--- src/rtl/t80_mem_arb.sv ---
// Round-robin arbiter sharing one synchronous single-port RAM between the T80 core
// and the synchronized host backdoor; one registered RAM cycle at a time.
module t80_mem_arb #(
    parameter int unsigned ASZ   = 11,
    parameter int unsigned DEPTH = 2048
) (
    input  logic           clk250,
    input  logic           reset,
    input  logic           mem_req,
    input  logic           mem_rd,
    input  logic [ASZ-1:0] addr,
    input  logic [7:0]     mem_wdata,
    output logic           mem_ack,
    output logic [7:0]     mem_rdata,
    input  logic           cpu_t80_mem_req,
    input  logic           cpu_t80_mem_read,
    input  logic [ASZ-1:0] cpu_t80_addr,
    input  logic [7:0]     cpu_t80_mem_wdata,
    output logic           t80_cpu_mem_ack,
    output logic [7:0]     t80_cpu_mem_rdata,
    output logic           ram_cs,
    output logic           ram_we,
    output logic [ASZ-1:0] ram_addr,
    output logic [7:0]     ram_wdata,
    input  logic [7:0]     ram_rdata
);

    typedef enum logic [1:0] {IDLE, ACCESS, RESP} state_t;

    localparam logic           GNT_T80   = 1'b0;
    localparam logic           GNT_HOST  = 1'b1;
    localparam logic [ASZ-1:0] ADDR_MASK = ASZ'(DEPTH - 1);

    state_t         state_q, state_d;
    logic           last_grant_q, last_grant_d;
    logic           rd_q, rd_d;
    logic           ram_cs_q, ram_cs_d;
    logic           ram_we_q, ram_we_d;
    logic [ASZ-1:0] ram_addr_q, ram_addr_d;
    logic [7:0]     ram_wdata_q, ram_wdata_d;
    logic           mem_ack_q, mem_ack_d;
    logic [7:0]     mem_rdata_q, mem_rdata_d;
    logic           host_ack_q, host_ack_d;
    logic [7:0]     host_rdata_q, host_rdata_d;

    logic t80_elig, host_elig, pick_host;

    // Next-state and registered-output computation
    always_comb begin
        state_d      = state_q;
        last_grant_d = last_grant_q;
        rd_d         = rd_q;
        ram_cs_d     = ram_cs_q;
        ram_we_d     = ram_we_q;
        ram_addr_d   = ram_addr_q;
        ram_wdata_d  = ram_wdata_q;
        mem_ack_d    = 1'b0;
        mem_rdata_d  = mem_rdata_q;
        host_ack_d   = host_ack_q;
        host_rdata_d = host_rdata_q;

        t80_elig  = mem_req && !mem_ack_q;
        host_elig = cpu_t80_mem_req && !host_ack_q;
        pick_host = host_elig && (!t80_elig || (last_grant_q == GNT_T80));

        // Host ack is a 4-phase level: it drops once the request is seen low
        if (host_ack_q && !cpu_t80_mem_req) begin
            host_ack_d = 1'b0;
        end

        case (state_q)
            IDLE: begin
                if (t80_elig || host_elig) begin
                    last_grant_d = pick_host ? GNT_HOST : GNT_T80;
                    rd_d         = pick_host ? cpu_t80_mem_read : mem_rd;
                    ram_cs_d     = 1'b1;
                    ram_we_d     = pick_host ? !cpu_t80_mem_read : !mem_rd;
                    ram_addr_d   = (pick_host ? cpu_t80_addr : addr) & ADDR_MASK;
                    ram_wdata_d  = pick_host ? cpu_t80_mem_wdata : mem_wdata;
                    state_d      = ACCESS;
                end
            end
            ACCESS: begin
                ram_cs_d = 1'b0;
                ram_we_d = 1'b0;
                state_d  = RESP;
            end
            RESP: begin
                if (last_grant_q == GNT_HOST) begin
                    if (rd_q) begin
                        host_rdata_d = ram_rdata;
                    end
                    host_ack_d = 1'b1;
                end else begin
                    if (rd_q) begin
                        mem_rdata_d = ram_rdata;
                    end
                    mem_ack_d = 1'b1;
                end
                state_d = IDLE;
            end
            default: begin
                ram_cs_d = 1'b0;
                ram_we_d = 1'b0;
                state_d  = IDLE;
            end
        endcase
    end

    always_ff @(posedge clk250) begin
        if (reset) begin
            state_q      <= IDLE;
            last_grant_q <= GNT_HOST;
            rd_q         <= 1'b0;
            ram_cs_q     <= 1'b0;
            ram_we_q     <= 1'b0;
            ram_addr_q   <= '0;
            ram_wdata_q  <= '0;
            mem_ack_q    <= 1'b0;
            mem_rdata_q  <= '0;
            host_ack_q   <= 1'b0;
            host_rdata_q <= '0;
        end else begin
            state_q      <= state_d;
            last_grant_q <= last_grant_d;
            rd_q         <= rd_d;
            ram_cs_q     <= ram_cs_d;
            ram_we_q     <= ram_we_d;
            ram_addr_q   <= ram_addr_d;
            ram_wdata_q  <= ram_wdata_d;
            mem_ack_q    <= mem_ack_d;
            mem_rdata_q  <= mem_rdata_d;
            host_ack_q   <= host_ack_d;
            host_rdata_q <= host_rdata_d;
        end
    end

    assign mem_ack           = mem_ack_q;
    assign mem_rdata         = mem_rdata_q;
    assign t80_cpu_mem_ack   = host_ack_q;
    assign t80_cpu_mem_rdata = host_rdata_q;
    assign ram_cs            = ram_cs_q;
    assign ram_we            = ram_we_q;
    assign ram_addr          = ram_addr_q;
    assign ram_wdata         = ram_wdata_q;

endmodule

--- config.mk ---
export PLATFORM = sky130hd
export DESIGN_NAME = t80_mem_arb
export DESIGN_NICKNAME = d
export VERILOG_FILES = /design/src/rtl/t80_mem_arb.sv
export SDC_FILE = /design/constraint.sdc
export NUM_CORES = 1
export LEC_CHECK = 0
export CORE_MARGIN = 2
export CORE_UTILIZATION = 36
export CTS_CLUSTER_SIZE = 25
export DETAILED_ROUTE_END_ITERATION = 6
export HOLD_SLACK_MARGIN = 0.05
export MAX_ROUTING_LAYER = met4
export PLACE_DENSITY = 0.85
export RECOVER_POWER = 25
export SYNTH_ARGS = -nofsm -noshare
export SYNTH_HDL_FRONTEND = slang
export SYNTH_SLANG_ARGS = --single-unit
export TNS_END_PERCENT = 1
--- constraint.sdc ---
create_clock -name clk250 -period 1.35 [get_ports clk250]
set_input_delay 0.405 -clock clk250 [delete_from_list [all_inputs] [get_ports clk250]]
set_output_delay 0.405 -clock clk250 [all_outputs]
set_load 0.02 [all_outputs]
After elaboration in Yosys (flattened, before gate mapping)
Index checks and enable logic that the tools add are counted.

storage, ports and cells
  output and inout bits = 39
  input port bits = 52
  bits in registers = 43
  logic and storage cells = 49

operators by class
  reductions and logical operators = 18
  mux-type cells = 15
  equality and inequality tests = 3
  bitwise operators = 2

operators by type and width
  kind                number
  $mux 11             1
  $mux 1              9
  $mux 8              1
  $logic_not 1->1     6
  $reduce_and 3->1    2
  $logic_and 1x1->1   4
  $pmux 1 s2          2
  $pmux 2 s2          1
  $reduce_and 2->1    2
  $eq 2x1->1 const B  1
  $eq 2x2->1 const B  1
  $logic_not 2->1     1
  $logic_or 1x1->1    2
  $mux 2              1
  $ne 2x2->1 const B  1
  $not 1->1           2
  $reduce_or 2->1     1

Longest topological paths before layout
  depth after elaboration = 8
  depth in mapped cells = 5
  depth with buffers taken out = 4

Worst setup path before layout
Ideal clock, no wire load.

  kind = register to register
  from = reg mem_ack_q, in the netlist mem_ack
  to = reg ram_addr_q[0], in the netlist ram_addr[0]
  arrival = 1316 ps
  cell stages (with the launch flop) = 6
  slack = -55 ps
  data required time = 1261 ps
  path through = dfxtp_1 > nand2b_1 > a211oi_4 > buf_6 > nor2_1 > a311oi_2

between the ends
  longest elaborated chain between the ends = 6

ends and longest elaborated chain
  item                    RTL line  RTL
  from (decl)             41        logic mem_ack_q, mem_ack_d;
  from (signal assigned)  131       mem_ack_q <= mem_ack_d;
  $logic_not 1->1 *       62        t80_elig = mem_req && !mem_ack_q;
  $logic_and 1x1->1 *     62
  $logic_not 1->1         64        pick_host = host_elig && (!t80_elig || (last_grant_q == GNT_T80));
  $logic_or 1x1->1        64
  $logic_and 1x1->1       64
  $mux 11                 78        ram_addr_d = (pick_host ? cpu_t80_addr : addr) & ADDR_MASK;
  to (signal assigned)    129       ram_addr_q <= ram_addr_d;
  to (decl)               39        logic [ASZ-1:0] ram_addr_q, ram_addr_d;

Mark *: on every way between the ends. The rest lies on a longest branch, timed or not.
A chain may end at the register's enable or synchronous reset.

Worst setup path in the final report
  from = reg mem_ack_q, in the netlist mem_ack
  to = reg ram_addr_q[8], in the netlist ram_addr[8]

The elaborated chain is that of the path after synthesis.

==> flow_metrics.tcl <==
set metrics [dict create \
    ys_seq_elements 43 \
    synth.top_cell.area_share 0.467 \
    via_per_inst 4.79 \
    result_of_the_run "finished with violations" \
    finalWirelength_um 5170 \
    dp_cells 374 \
    design.portCount 91 \
    critPathMaxFanout 6 \
    fill_cells 483 \
    fp.dieW_um 75.6 \
    cts.reportedPaths.clkPinSlew_ns 0.08 \
    netlist.top_cell.by_area "dfxtp_1" \
    drc 0 \
    cp.required_ns 1.56 \
    rows 26 \
    start_util 0.368 \
    instances_no_fill 389 \
    drt_iter0_markers 52 \
    cts.sink_count 43 \
    floorplan.die_area_um2 5710 \
    timing_worst_slew_pin_value_ns 0.326 \
    drive_above_1_share 0.301 \
    maxSlewHeadroom 0.780 \
    synth_area_per_cell_um2 8.78 \
    antenna_violating_nets_post_route 0 \
    clock_path_buffers 2 \
    violations "setup timing" \
    initial_antenna_violation_count 0 \
    setup_viol_count_final 19 \
    dieHeight_um 75.6 \
    worst_setup_path_class "reg2reg" \
    synth-warning-count 0 \
    route.vias.total 1863 \
    grt_pass1_wl_um 7810 \
    vdd_drop_max_mv 0.636 \
    setup-tns-final_ns -0.696 \
    total_leakage_power_uw 0.00118 \
    synthToLayoutAreaGrowth_pct 65.7 \
    fin_worst_hold_slack_ns 0.357 \
    detail_route.first_pass.iterations 4 \
    power.density_nw_per_um2 1080 \
    detailed_place_hpwl_um 3700 \
    routabilityCongestion 0.764 \
    insertedDiodeCount 0 \
    fin_nets 370 \
    cts_root_buffer "clkbuf_8" \
    synth_seq_area_share 0.467 \
    stdcell_area_um2 3060 \
    finalHoldViolCount 0 \
    first_global_vias 1761 \
    postSynthNetCount 262 \
    floorplan.core_area_um2 5010 \
    pin_count_of_the_biggest_net_entering_global_routing 20 \
    grt_use_total 0.186 \
    endpoint_kind "flip-flop" \
    buffer_ports.inserted 90 \
    syn_area_um2 1840 \
    dominant_cells_by_area_after_synthesis "dfxtp_1, a311oi_2, nand2_1, a21oi_1, nor2_1" \
    maxCapViolCount 0 \
    globalRouteOverflowTotal 0 \
    fin_crit_period_ns 1.42 \
    drt_wl_cell_um 13.3 \
    finalMaxSlewViolations 0 \
    cts_buffers 5 \
    post_cts_hold_buffer_count 0 \
    detailedPlace.worstSlack_ns -0.619 \
    setup_repair_after_global_routing_missed_its_margin "true" \
    post-route-worst-setup-slack_ns -0.0666 \
    arrival_ns 1.63 \
    cts_htree_levels 2 \
    holdCritPathClass "in2reg" \
    timing.critical_path.from_type "flip-flop" \
    clock_latency_ns 0.29 \
    cts_tree "done" \
    ys_types 26 \
    fmaxAchievable_mhz 706 \
    fin_skew_ns 0.00326 \
    placedInstanceArea_um2 2910 \
    post_synthesis_cells 210 \
    timing.final.crit_share 1.05 \
]
## metrics by stage
stage                     power [uW]  utilization
final                           3300        0.610
after global routing            3450        0.610
after CTS                       3270        0.614
after detailed placement        2370        0.580
after global placement          2350        0.580
after floorplan                 1920            -
## synthesized netlist by cell type
master,count
a211oi_4,1
and3b_1,1
nand2b_4,1
nor3b_1,3
and2b_1,1
clkbuf_1,6
buf_2,5
nand3b_1,2
a311oi_2,19
buf_6,2
buf_4,2
nor2b_1,2
and3_1,1
a311oi_1,1
nand2b_1,1
a22oi_1,1
a211o_1,1
nand3_1,1
nand2_1,73
nor3_1,1
a21oi_1,17
a31o_2,1
and2_1,1
nor2_1,22
nor4b_1,1
dfxtp_1,43
## cell usage in the layout, fill, tap and decap left out, drive strengths merged, types with 2 or more instances in the layout
| cell | count |
|---|---|
| nand2 | 73 |
| clkdlybuf4s50 | 48 |
| dfxtp | 43 |
| buf | 29 |
| clkbuf | 26 |
| nor2 | 22 |
| a311oi | 20 |
| clkdlybuf4s15 | 20 |
| a21oi | 17 |
| nor3b | 3 |
| nand2b | 2 |
| nand3b | 2 |
| nor2b | 2 |
## power by group
part,internal (uW),leakage [uW],switching [uW]
logic,527,0.000771,461
registers,1370,0.000354,59.3
clock network,467,0.0000515,420
## layout make-up
class                           instances  area, um^2  share of cell area
Timing Repair Buffer                  116        1080               0.355
Multi-Input combinational cell        152         921               0.301
Sequential cell                        43         863               0.283
Clock buffer                            8         100              0.0328
Tap cell                               70        87.6              0.0287
## timing repair
item	CTS	global route
buffers inserted	1	2
cloned	1	3
gates resized for setup	107	30
pin swaps	7	12
endpoints found under the setup margin	62	59
## flip-flops by register name, indices dropped and copies added, names as in the netlist
register	flops
ram_we	1
state_q	2
ram_cs	1
rd_q	1
t80_cpu_mem_ack	1
t80_cpu_mem_rdata	8
ram_addr	11
mem_rdata	8
mem_ack	1
ram_wdata	8
last_grant_q	1
## worst max-delay path: stages (launching register included)
cell,delay [ns]
dfxtp_2,0.33
nand2b_4,0.15
a211oi_4,0.24
buf_6,0.19
clkbuf_16,0.16
nor2_1,0.05
a311oi_2,0.21
## cell families after synthesis
| family | share of synthesized area |
|---|---|
| AOI/OAI and AO/OA | 0.230 |
| buffers and inverters | 0.0461 |
| DFF | 0.467 |
| and+or+nand+nor | 0.257 |
## layer usage
layer | vias up | share of wire | track usage
li1 | 929 | - | -
met1 | 857 | 0.39 | 0.202
met2 | 73 | 0.49 | 0.316
met3 | 4 | 0.11 | 0.0833
met4 | 0 | 0.0087 | 0.0351
met5 | - | 0 | -
## path summary, 6_finish.rpt
kind / start / endpoint / slack [ns] / depth (start not counted)
setup / recovery: mem_ack / ram_addr[8] / -0.07 / 6
hold / removal: reset / ram_addr[6] / 0.36 / 2
setup reg to reg: mem_ack / ram_addr[8] / -0.07 / 6
hold reg to reg: t80_cpu_mem_rdata[6] / t80_cpu_mem_rdata[6] / 0.46 / 2
Power figures use the tool's default switching activity.
